### src/rtl/imem_pkg.sv
// ---------------------------------------------------------------------------
// imem_pkg
// Shared definitions for the instruction-memory boot controller and the
// instruction RAM it fronts: default geometry, the stall instruction and the
// controller state encoding.
// ---------------------------------------------------------------------------
package imem_pkg;

    // Default RAM geometry: 1024 words of 32 bits, word-indexed.
    localparam int IMEM_DEPTH  = 1024;
    localparam int IMEM_ADDR_W = 10;

    // addi x0,x0,0 -- harmless filler handed to the core while it is stalled.
    localparam logic [31:0] NOP_INSTR = 32'h0000_0013;

    // LOAD  : accepting loader bytes and writing words
    // FLUSH : one cycle to retire the final registered write
    // RUN   : core owns the read port
    // ERR   : image overflowed the RAM, waiting for a restart
    typedef enum logic [1:0] {
        LOAD  = 2'd0,
        FLUSH = 2'd1,
        RUN   = 2'd2,
        ERR   = 2'd3
    } imem_state_e;

endpackage

### src/rtl/imem_word_packer.sv
// ---------------------------------------------------------------------------
// imem_word_packer
// Assembles a little-endian byte stream into 32-bit words.
//
// Ports:
//   clk, rst      clock and synchronous active-high reset
//   clear_i       drop any partial word and restart at byte 0
//   byte_valid_i  a byte is being consumed this cycle
//   byte_i        the byte
//   last_i        the byte closes the image; the word is emitted zero-padded
//   word_valid_o  word_o is complete this cycle (4th byte or last byte)
//   word_o        assembled word including the current byte
// ---------------------------------------------------------------------------
module imem_word_packer (
    input  logic        clk,
    input  logic        rst,
    input  logic        clear_i,
    input  logic        byte_valid_i,
    input  logic [7:0]  byte_i,
    input  logic        last_i,
    output logic        word_valid_o,
    output logic [31:0] word_o
);

    logic [1:0]  byteCnt_q;
    logic [31:0] shift_q;
    logic [31:0] assembled;

    // The partial word always has its not-yet-filled upper bytes at zero, so
    // OR-ing in the incoming byte also gives the zero padding for a short
    // final word.
    always_comb begin
        assembled    = shift_q | (32'(byte_i) << {byteCnt_q, 3'b000});
        word_valid_o = byte_valid_i && ((byteCnt_q == 2'd3) || last_i);
    end

    assign word_o = assembled;

    // Once a word is emitted the packer empties itself so the next word
    // starts clean at byte lane 0.
    always_ff @(posedge clk) begin
        if (rst || clear_i) begin
            byteCnt_q <= 2'd0;
            shift_q   <= 32'd0;
        end else if (byte_valid_i) begin
            if (word_valid_o) begin
                byteCnt_q <= 2'd0;
                shift_q   <= 32'd0;
            end else begin
                byteCnt_q <= byteCnt_q + 2'd1;
                shift_q   <= assembled;
            end
        end
    end

endmodule

### src/rtl/imem_boot_ctrl.sv
// ---------------------------------------------------------------------------
// imem_boot_ctrl
// Owns the instruction RAM port. After reset the core is stalled while a
// byte-stream loader fills the RAM; once the image is complete the read port
// is handed to the fetch path. A new image can be loaded at runtime.
//
// Ports:
//   clk, rst                    clock, synchronous active-high reset
//   ld_valid/ld_ready/ld_byte   loader byte handshake
//   ld_last                     final byte of the image
//   ld_start                    restart loading from word 0 (RUN/ERR only)
//   fetch_pc/fetch_instr        core fetch interface
//   fetch_misalign              PC not word aligned while running
//   core_stall                  core must hold its state
//   mem_we/mem_addr/mem_wdata   RAM write port and shared word index
//   mem_rdata                   RAM combinational read data
//   load_done                   one-cycle pulse entering RUN
//   load_err                    high while in ERR (image too large)
//   words_loaded                words written by the last completed load
// ---------------------------------------------------------------------------
module imem_boot_ctrl #(
    parameter int          DEPTH     = imem_pkg::IMEM_DEPTH,
    parameter int          ADDR_W    = imem_pkg::IMEM_ADDR_W,
    parameter logic [31:0] NOP_INSTR = imem_pkg::NOP_INSTR
) (
    input  logic              clk,
    input  logic              rst,
    input  logic              ld_valid,
    output logic              ld_ready,
    input  logic [7:0]        ld_byte,
    input  logic              ld_last,
    input  logic              ld_start,
    input  logic [31:0]       fetch_pc,
    output logic [31:0]       fetch_instr,
    output logic              fetch_misalign,
    output logic              core_stall,
    output logic              mem_we,
    output logic [ADDR_W-1:0] mem_addr,
    output logic [31:0]       mem_wdata,
    input  logic [31:0]       mem_rdata,
    output logic              load_done,
    output logic              load_err,
    output logic [ADDR_W:0]   words_loaded
);

    import imem_pkg::*;

    // The pointer is one bit wider than a RAM index so it can hold DEPTH,
    // meaning "RAM full" rather than wrapping back onto word 0.
    localparam logic [ADDR_W:0] PTR_FULL = (ADDR_W+1)'(DEPTH);

    imem_state_e       state_q, state_d;
    logic [ADDR_W:0]   wordPtr_q, wordPtr_d;
    logic              memWe_q, memWe_d;
    logic [ADDR_W-1:0] wrAddr_q, wrAddr_d;
    logic [31:0]       memWdata_q, memWdata_d;
    logic              loadDone_q, loadDone_d;
    logic [ADDR_W:0]   wordsLoaded_q, wordsLoaded_d;

    logic        byteAccept;
    logic        ptrFull;
    logic        restart;
    logic        packValid;
    logic        wordValid;
    logic [31:0] packedWord;
    logic        running;
    logic        unusedPcHigh;

    assign running    = (state_q == RUN);
    assign byteAccept = (state_q == LOAD) && ld_valid;
    assign ptrFull    = (wordPtr_q == PTR_FULL);
    assign restart    = ld_start && ((state_q == RUN) || (state_q == ERR));
    // A byte arriving with the RAM already full never reaches the packer.
    assign packValid  = byteAccept && !ptrFull;

    imem_word_packer u_packer (
        .clk          (clk),
        .rst          (rst),
        .clear_i      (restart),
        .byte_valid_i (packValid),
        .byte_i       (ld_byte),
        .last_i       (ld_last),
        .word_valid_o (wordValid),
        .word_o       (packedWord)
    );

    // Next-state logic. Writes are registered: the word, its address and the
    // enable are captured here and presented to the RAM on the following
    // cycle, which is why FLUSH exists to let the final write land.
    always_comb begin
        state_d       = state_q;
        wordPtr_d     = wordPtr_q;
        memWe_d       = 1'b0;
        wrAddr_d      = wrAddr_q;
        memWdata_d    = memWdata_q;
        loadDone_d    = 1'b0;
        wordsLoaded_d = wordsLoaded_q;
        case (state_q)
            LOAD: begin
                if (byteAccept) begin
                    if (ptrFull) begin
                        state_d = ERR;
                    end else begin
                        if (wordValid) begin
                            memWe_d    = 1'b1;
                            wrAddr_d   = wordPtr_q[ADDR_W-1:0];
                            memWdata_d = packedWord;
                            wordPtr_d  = wordPtr_q + 1'b1;
                        end
                        if (ld_last) begin
                            state_d = FLUSH;
                        end
                    end
                end
            end
            FLUSH: begin
                state_d       = RUN;
                wordsLoaded_d = wordPtr_q;
                loadDone_d    = 1'b1;
            end
            RUN, ERR: begin
                if (ld_start) begin
                    state_d   = LOAD;
                    wordPtr_d = '0;
                end
            end
            default: begin
                state_d = LOAD;
            end
        endcase
    end

    // State and registered write-port outputs. RAM contents are deliberately
    // left alone on reset; only the sequencing state is cleared.
    always_ff @(posedge clk) begin
        if (rst) begin
            state_q       <= LOAD;
            wordPtr_q     <= '0;
            memWe_q       <= 1'b0;
            wrAddr_q      <= '0;
            memWdata_q    <= 32'd0;
            loadDone_q    <= 1'b0;
            wordsLoaded_q <= '0;
        end else begin
            state_q       <= state_d;
            wordPtr_q     <= wordPtr_d;
            memWe_q       <= memWe_d;
            wrAddr_q      <= wrAddr_d;
            memWdata_q    <= memWdata_d;
            loadDone_q    <= loadDone_d;
            wordsLoaded_q <= wordsLoaded_d;
        end
    end

    // Outside RUN the index follows the write side: the address of the write
    // in flight, otherwise the next word to be written. In RUN the fetch PC
    // drives it directly; upper PC bits simply alias.
    always_comb begin
        if (running) begin
            mem_addr = fetch_pc[ADDR_W+1:2];
        end else if (memWe_q) begin
            mem_addr = wrAddr_q;
        end else begin
            mem_addr = wordPtr_q[ADDR_W-1:0];
        end
    end

    assign unusedPcHigh   = ^fetch_pc[31:ADDR_W+2];
    assign ld_ready       = (state_q == LOAD);
    assign core_stall     = !running;
    assign fetch_instr    = running ? mem_rdata : NOP_INSTR;
    assign fetch_misalign = running && (fetch_pc[1:0] != 2'b00);
    assign mem_we         = memWe_q;
    assign mem_wdata      = memWdata_q;
    assign load_done      = loadDone_q;
    assign load_err       = (state_q == ERR);
    assign words_loaded   = wordsLoaded_q;

endmodule

### config.mk
export PLATFORM = sky130hd
export DESIGN_NAME = imem_boot_ctrl
export DESIGN_NICKNAME = d
export VERILOG_FILES = /design/src/rtl/imem_pkg.sv /design/src/rtl/imem_word_packer.sv /design/src/rtl/imem_boot_ctrl.sv
export SDC_FILE = /design/constraint.sdc
export NUM_CORES = 1
export LEC_CHECK = 0
export CORE_UTILIZATION = 49
export DETAILED_ROUTE_END_ITERATION = 7
export HOLD_SLACK_MARGIN = 0.06
export PLACE_DENSITY = 0.87
export SLEW_MARGIN = 20
export SYNTH_ARGS = -nofsm -noshare
export SYNTH_HDL_FRONTEND = slang
export SYNTH_SLANG_ARGS = --single-unit
### constraint.sdc
create_clock -name clk -period 2.8 [get_ports clk]
set_clock_uncertainty 0.1 [all_clocks]
set_input_delay 0.28 -clock clk [delete_from_list [all_inputs] [get_ports clk]]
set_output_delay 0.28 -clock clk [all_outputs]
set_load 0.005 [all_outputs]
==> results of run 1 <==
## per-stage QoR
step                      setup WS [ps]  utilization [%]  area (µm²)
after CTS                          48.8             69.0        6470
after detailed placement            352             66.7        6250
after floorplan                    1010                -        4790
final                               231             69.0        6470
after global placement              438             66.7        6250
after global routing               73.6             69.0        6470
## metal layers
metal	up-vias	wire length, µm	GRT usage (%)
met1	2083	5130	30.0
met5	-	0	0
met4	0	493	13.6
met2	232	6700	46.7
met3	42	1080	4.16
li1	2173	-	-
## worst max path at each step
stage	from	end	slack, ps	cells after the start
after floorplan	wordPtr_q[0]$_SDFFE_PP0P_	wordPtr_q[9]$_SDFFE_PP0P_	1010	6
after global placement	ld_valid	u_packer.shift_q[8]$_SDFFE_PP0P_	440	6
after detailed placement	ld_valid	u_packer.shift_q[8]$_SDFFE_PP0P_	350	6
after CTS	state_q[1]$_SDFFE_PP0P_	mem_addr[6]	50	5
after global routing	state_q[1]$_SDFFE_PP0P_	fetch_misalign	70	5
final	state_q[1]$_SDFFE_PP0P_	mem_addr[6]	230	5
## power by group through the flow
stage / logic [µW] / clock network, µW / registers [µW]
6_report: 577 / 987 / 1560
5_1_grt: 624 / 1050 / 1570
4_1_cts: 578 / 991 / 1560
3_5_place_dp: 575 / 0 / 1590
3_3_place_gp: 558 / 0 / 1590
2_1_floorplan: 321 / 0 / 1580
## placed cells by master, fill, tap and decap left out, drive strengths merged, types with 4 or more instances in the layout
cell type      count
clkdlybuf4s50    146
dfxtp            102
a21oi             91
nand2             48
nor2              46
a211oi            36
a31oi             33
and2              31
o21ai             25
buf               19
mux2i             12
clkbuf             9
nand3              8
inv                7
nand2b             5
and4               4
nor2b              4
nand4              4
clkinv             4
a221oi             4
## cell type report
class                   instances  area [µm²]  area share (%)
multi-input cells             380        2410            37.3
flip-flops and latches        102        2040            31.6
repair buffers                165        1610            25.0
well taps                     129         161            2.50
clock buffers                   9         124            1.92
clock inverters                 7        92.6            1.43
inverters                       5        18.8           0.290
## cells by family (layout without fill, tap and decap cells)
kind of cell,after synthesis,in the layout,share of synthesized area (%)
simple gates,162,162,17.6
mux,12,12,2.51
compound gates,202,202,29.3
xor+xnor,1,1,0.183
fa+ha+maj,3,3,0.784
flops,102,102,42.6
buf+inv,66,186,7.00
## flip-flops by register name, summed over array words and instances, names as in the netlist
signal	cells
load_done	1
mem_wdata	32
mem_we	1
state_q	2
u_packer.byteCnt_q	2
u_packer.shift_q	32
wordPtr_q	11
words_loaded	11
wrAddr_q	10
## timing repair
| action | CTS | global route |
|---|---|---|
| resized for setup | 0 | 1 |
| hold buffers | 0 | 0 |
| endpoints found under the setup margin | 0 | 40 |
==> impl_metrics.tcl, run 1 <==
set metrics [dict create \
    status "finished clean" \
    dp_hpwl_mm 9.70 \
    numClockSinks 102 \
    worstHoldPathCells 2 \
    clock_path_buffers 2 \
    finalMaxSlewViolations 0 \
    synthTopCellsByArea "dfxtp_1, a21oi_1, a211oi_2" \
    cts_tree "built" \
    cts-root-buf "clkbuf_8" \
    path_buf_inv 2 \
    slowest_stage "clkdlybuf4s50_1" \
    setup-violations-final 0 \
    grt_start_max_net_pins 54 \
    synth_nets 628 \
    power_uw 3120 \
    synth_most_common_cell "dfxtp_1" \
    fin_tns_setup_ps 0 \
    cap_viol_max_count 0 \
    die_area_um2 10200 \
    hold-path-endpoint "state_q[0]$_SDFFE_PP0P_" \
    ff2ff_path_depth 5 \
    worst_slew_pin_slew_ps 999 \
    r2r-start "wordPtr_q[8]$_SDFFE_PP0P_" \
    regToRegSetupSlack_ps 450 \
    routed-via-count 4530 \
    fin_nets 743 \
    clockPowerShare_pct 31.6 \
    num_rows 35 \
    drive_gt1_share_pct 11.8 \
    critPathKind "flop to output port" \
    synth.top_cell.area_share_pct 42.6 \
    yosys-top-cells-count "dfxtp_1, a21oi_1, nand2_1, nor2_1, clkbuf_1" \
    maxSlewHeadroom_pct 33.3 \
    fmax_mhz 389 \
    synth_warnings 0 \
    fill_cells 747 \
    ios 168 \
    rsz0062_at_grt "false" \
    gp_congestion 0.898 \
    drt_iter0_markers 181 \
    ys_async_sr_fraction_pct 0 \
    final_cells 797 \
    fin_hold_ws_ps 228 \
    synth_seq_cells 102 \
    critPathRequiredTime_ps 2420 \
    min_path_type "input port to flop" \
    grtUsageTotal_pct 26.1 \
    dp_cells 781 \
    grt_antenna_before_repair 0 \
    drtPass1Iterations 5 \
    io_buffer_count 147 \
    reg2reg_to "mem_wdata[20]$_SDFFE_PP0P_" \
    hold_violations 0 \
    synth_edf_count 0 \
    p_per_area_nw_per_um2 483 \
    area_growth_pct 35.1 \
    crit_path_max_fanout 53 \
    startpoint_type "flop" \
    clkLatencyLatePin_ps 370 \
    start_util_pct 51.1 \
    p_sw_share_pct 28.2 \
    synth_cell_types 48 \
    crit_family "buffers and inverters" \
    period_minus_slack_ps 2570 \
    synth_area_um2 4790 \
    worstHoldStart "rst" \
    crit_arrival_ps 2190 \
    post_cts_buffers 0 \
    gr-total-overflow 0 \
    power_frac_comb_pct 18.5 \
    period_share_pct 91.7 \
    cp_cell_sequence "nor2b_2 -> buf_4 -> nand2_1 -> o21ai_0 -> clkdlybuf4s50_1" \
    crit_path_max_incr_delay_ps 530 \
    cts-buffers-inserted 9 \
    end_kind "output port" \
    grt_pass1_vias 4295 \
    synth_top_cell_by_area "dfxtp_1" \
    wire_per_inst_um 16.8 \
    synth-main-ff-cell "dfxtp_1" \
    p_sw_uw 882 \
    htreeDepth 3 \
    seq_power_share_pct 49.9 \
    leakagePower_uw 0.00218 \
    synthCells 548 \
    p_int_uw 2240 \
    ys_seq_area_share_pct 42.6 \
    core_um2 9370 \
    cts.clk_slew.worst_paths_ps 100 \
    diodes 0 \
    syn_area_per_cell_um2 8.74 \
    grt_pass1_wl_mm 20.8 \
    ant_nets 0 \
    viasPerCell 5.68 \
    die_width_um 101 \
    drc 0 \
    wl_mm 13.4 \
    die_h_um 101 \
    ir_drop_uv 331 \
]
No activity file was read; power rests on OpenSTA's default activity.
==> inputs of run 2 (changes only) <==
- PLACE_DENSITY: 0.87 -> 0.86
- SYNTH_HIERARCHICAL: not set -> 1
==> run 2 against run 1 <==
  * Power shrank 13%
  * Utilization is 0.91 points lower
  * Synthesized cell count is 11% higher
  * Maximum frequency rose by 0.41%
  * Setup slack improved by 10 ps
  * Sequential cell count did not move
  * Synthesized area grew 3.5%
  * Highest routed layer unchanged
  * Final cell count increased by 8.4%
  * Clock power decreased by 14%
  * Combinational power fell by 34%
==> impl_metrics.tcl, run 2 <==
set metrics [dict create \
    grt_antenna_before_repair 0 \
    yosys.area_share.simple_pct 26.0 \
    area_growth_pct 34.3 \
    synthCells 609 \
    drtPass1Iterations 5 \
    wire_per_inst_um 15.2 \
    crit_arrival_ps 2180 \
    finalMaxSlewViolations 0 \
    p_sw_uw 704 \
    ys_seq_area_share_pct 41.2 \
    leakagePower_uw 0.00238 \
    synth_edf_count 0 \
    fin_area_um2 6660 \
    multi_input_area_um2 2520 \
    clock_path_buffers 2 \
    synth_seq_cells 102 \
    p_int_uw 2010 \
    fill_cells 789 \
    post_cts_buffers 0 \
    fin_tns_setup_ps 0 \
    rsz0062_at_grt "false" \
    num_rows 36 \
    final_cells 864 \
    htreeDepth 3 \
    yosys-top-cells-count "nand2_1, dfxtp_1, a21oi_1, clkbuf_1" \
    regToRegSetupSlack_ps 260 \
    synth.top_cell.area_share_pct 41.2 \
    die_h_um 103 \
    dp_cells 849 \
    gp_congestion 0.867 \
    die_area_um2 10500 \
    ctsResizeCount 0 \
    synth_warnings 6 \
    io_buffer_count 147 \
    ys_async_sr_fraction_pct 0 \
    period_share_pct 91.4 \
    r2r-start "wordPtr_q[0]$_SDFFE_PP0P_" \
    seq_power_share_pct 54.7 \
    cts_tree "built" \
    power_frac_comb_pct 14.0 \
    core_um2 9770 \
    status "finished clean" \
    grt_start_max_net_pins 51 \
    synth_fa_ha_area_share_pct 0.757 \
    synth_top_cell_by_area "dfxtp_1" \
    ios 168 \
    synth_area_um2 4960 \
    layout_common_cells "clkdlybuf4s50_1, nand2_1, dfxtp_1, a21oi_1" \
    wl_mm 13.2 \
    syn_area_per_cell_um2 8.14 \
    dp_hpwl_mm 9.04 \
    dpl_cell_area_um2 6480 \
    drive_gt1_share_pct 7.11 \
    synth_compound_area_share_pct 21.3 \
    p_per_area_nw_per_um2 407 \
    end_kind "output port" \
    diodes 0 \
    drt_iter0_markers 355 \
    worst_slew_pin_slew_ps 702 \
    routed-via-count 4803 \
    numClockSinks 102 \
    cts-buffers-inserted 9 \
    synth_top_family_by_area "simple AND/OR/NAND/NOR gates" \
    gr-total-overflow 0 \
    synth_cell_types 49 \
    critPathKind "flop to output port" \
    grt_pass1_wl_mm 20.7 \
    synth_nets 689 \
    fin_nets 807 \
    start_util_pct 50.7 \
    period_minus_slack_ps 2560 \
    crit_path_max_fanout 50 \
    synth-main-ff-cell "dfxtp_1" \
    cap_viol_max_count 0 \
    cts-root-buf "clkbuf_8" \
    die_width_um 103 \
    fmax_mhz 391 \
    setup-violations-final 0 \
    ir_drop_uv 273 \
    p_sw_share_pct 26.0 \
    seq_area_um2 2040 \
    maxSlewHeadroom_pct 53.2 \
    reg2reg_to "wordPtr_q[6]$_SDFFE_PP0P_" \
    synth_xor_area_share_pct 0 \
    hold_violations 0 \
    clockPowerShare_pct 31.3 \
    grtUsageTotal_pct 24.9 \
    viasPerCell 5.56 \
    synthTopCellsByArea "dfxtp_1, nand2_1, a21oi_1" \
    grt_pass1_vias 4437 \
    ff2ff_path_depth 10 \
    critPathLaunch "state_q[1]$_SDFFE_PP0P_" \
    synth_most_common_cell "nand2_1" \
    crit_end "mem_addr[0]" \
    layout_commonest_cell "clkdlybuf4s50_1" \
    ant_nets 0 \
    muxShareOfSynthArea_pct 2.02 \
    critPathRequiredTime_ps 2420 \
    drc 0 \
    cts.clk_slew.worst_paths_ps 90 \
    min_path_type "input port to flop" \
    clkLatencyLatePin_ps 360 \
    ctsHoldBuffers 0 \
    startpoint_type "flop" \
]
[run 2: cell count changes in the layout (fill, tap and decap cells not counted), moves of 11 or more]
cell      change
a31oi_1      -33
inv_1        +23
nand4b_1     +16
a21o_1       +30
nand2_1      +78
a41oi_1      +11
nor3_1       +11
a211oi_1     +22
a21oi_1      -27
a211oi_2     -31
nor2_1       -35
[run 2: layout make-up]
cell class              instances  share of cell area [%]
clock buffers                  11                    2.12
inverters                      29                    1.64
well taps                     133                    2.50
clock inverters                 4                   0.470
flip-flops and latches        102                    30.7
multi-input cells             414                    37.9
repair buffers                171                    24.7
[run 2: how the worst min path moves through the flow]
| stage | start | to | slack (ps) | cells past startpoint |
|---|---|---|---|---|
| final | rst | wordPtr_q[5]$_SDFFE_PP0P_ | 300 | 4 |
| after global routing | rst | wordPtr_q[5]$_SDFFE_PP0P_ | 290 | 4 |
| after CTS | rst | wordPtr_q[5]$_SDFFE_PP0P_ | 260 | 4 |
| after detailed placement | wrAddr_q[2]$_SDFFE_PP0P_ | wrAddr_q[2]$_SDFFE_PP0P_ | 350 | 2 |
| after global placement | wrAddr_q[6]$_SDFFE_PP0P_ | wrAddr_q[6]$_SDFFE_PP0P_ | 340 | 2 |
| after floorplan | ld_valid | state_q[1]$_SDFFE_PP0P_ | 330 | 2 |
[run 2: power by group through the flow]
stage / Combinational, µW / Sequential [µW] / Clock [µW]
floorplan: 206 / 1510 / 0
global placement: 366 / 1510 / 0
detailed placement: 375 / 1520 / 0
CTS: 378 / 1480 / 859
global route: 410 / 1490 / 921
finish: 380 / 1480 / 849
[run 2: kinds of logic after synthesis]
| family | Yosys count |
|---|---|
| adder cells (fa/ha/maj) | 3 |
| AO/OA/AOI/OAI | 160 |
| flip-flops | 102 |
| multiplexers | 10 |
| AND/OR/NAND/NOR | 241 |
| buffers and inverters | 93 |
[run 2: metal layers]
layer  track usage (%)  routed length [µm]  up-vias
li1                  -                   -     2336
met1              32.7                5880     2252
met2              40.5                6250      193
met3              5.83                 833       22
met4              8.13                 196        0
met5                 0                   0        -
[run 2: critical path, stage by stage, from the launching register on]
cell,delay [ps]
dfxtp_1,350
buf_4,170
clkinv_1,100
nor2_2,80
buf_4,350
nand2_1,110
o21ai_0,100
clkdlybuf4s50_1,550
[run 2: per-stage QoR]
stage	total power [µW]	utilization, %	worst slack (ps)	hold slack (ps)
finish	2710	68.1	242	298
floorplan	1720	-	28.1	327
global route	2820	68.1	70.3	293
detailed placement	1890	66.3	250	346
global placement	1880	66.3	286	341
CTS	2720	68.1	222	259
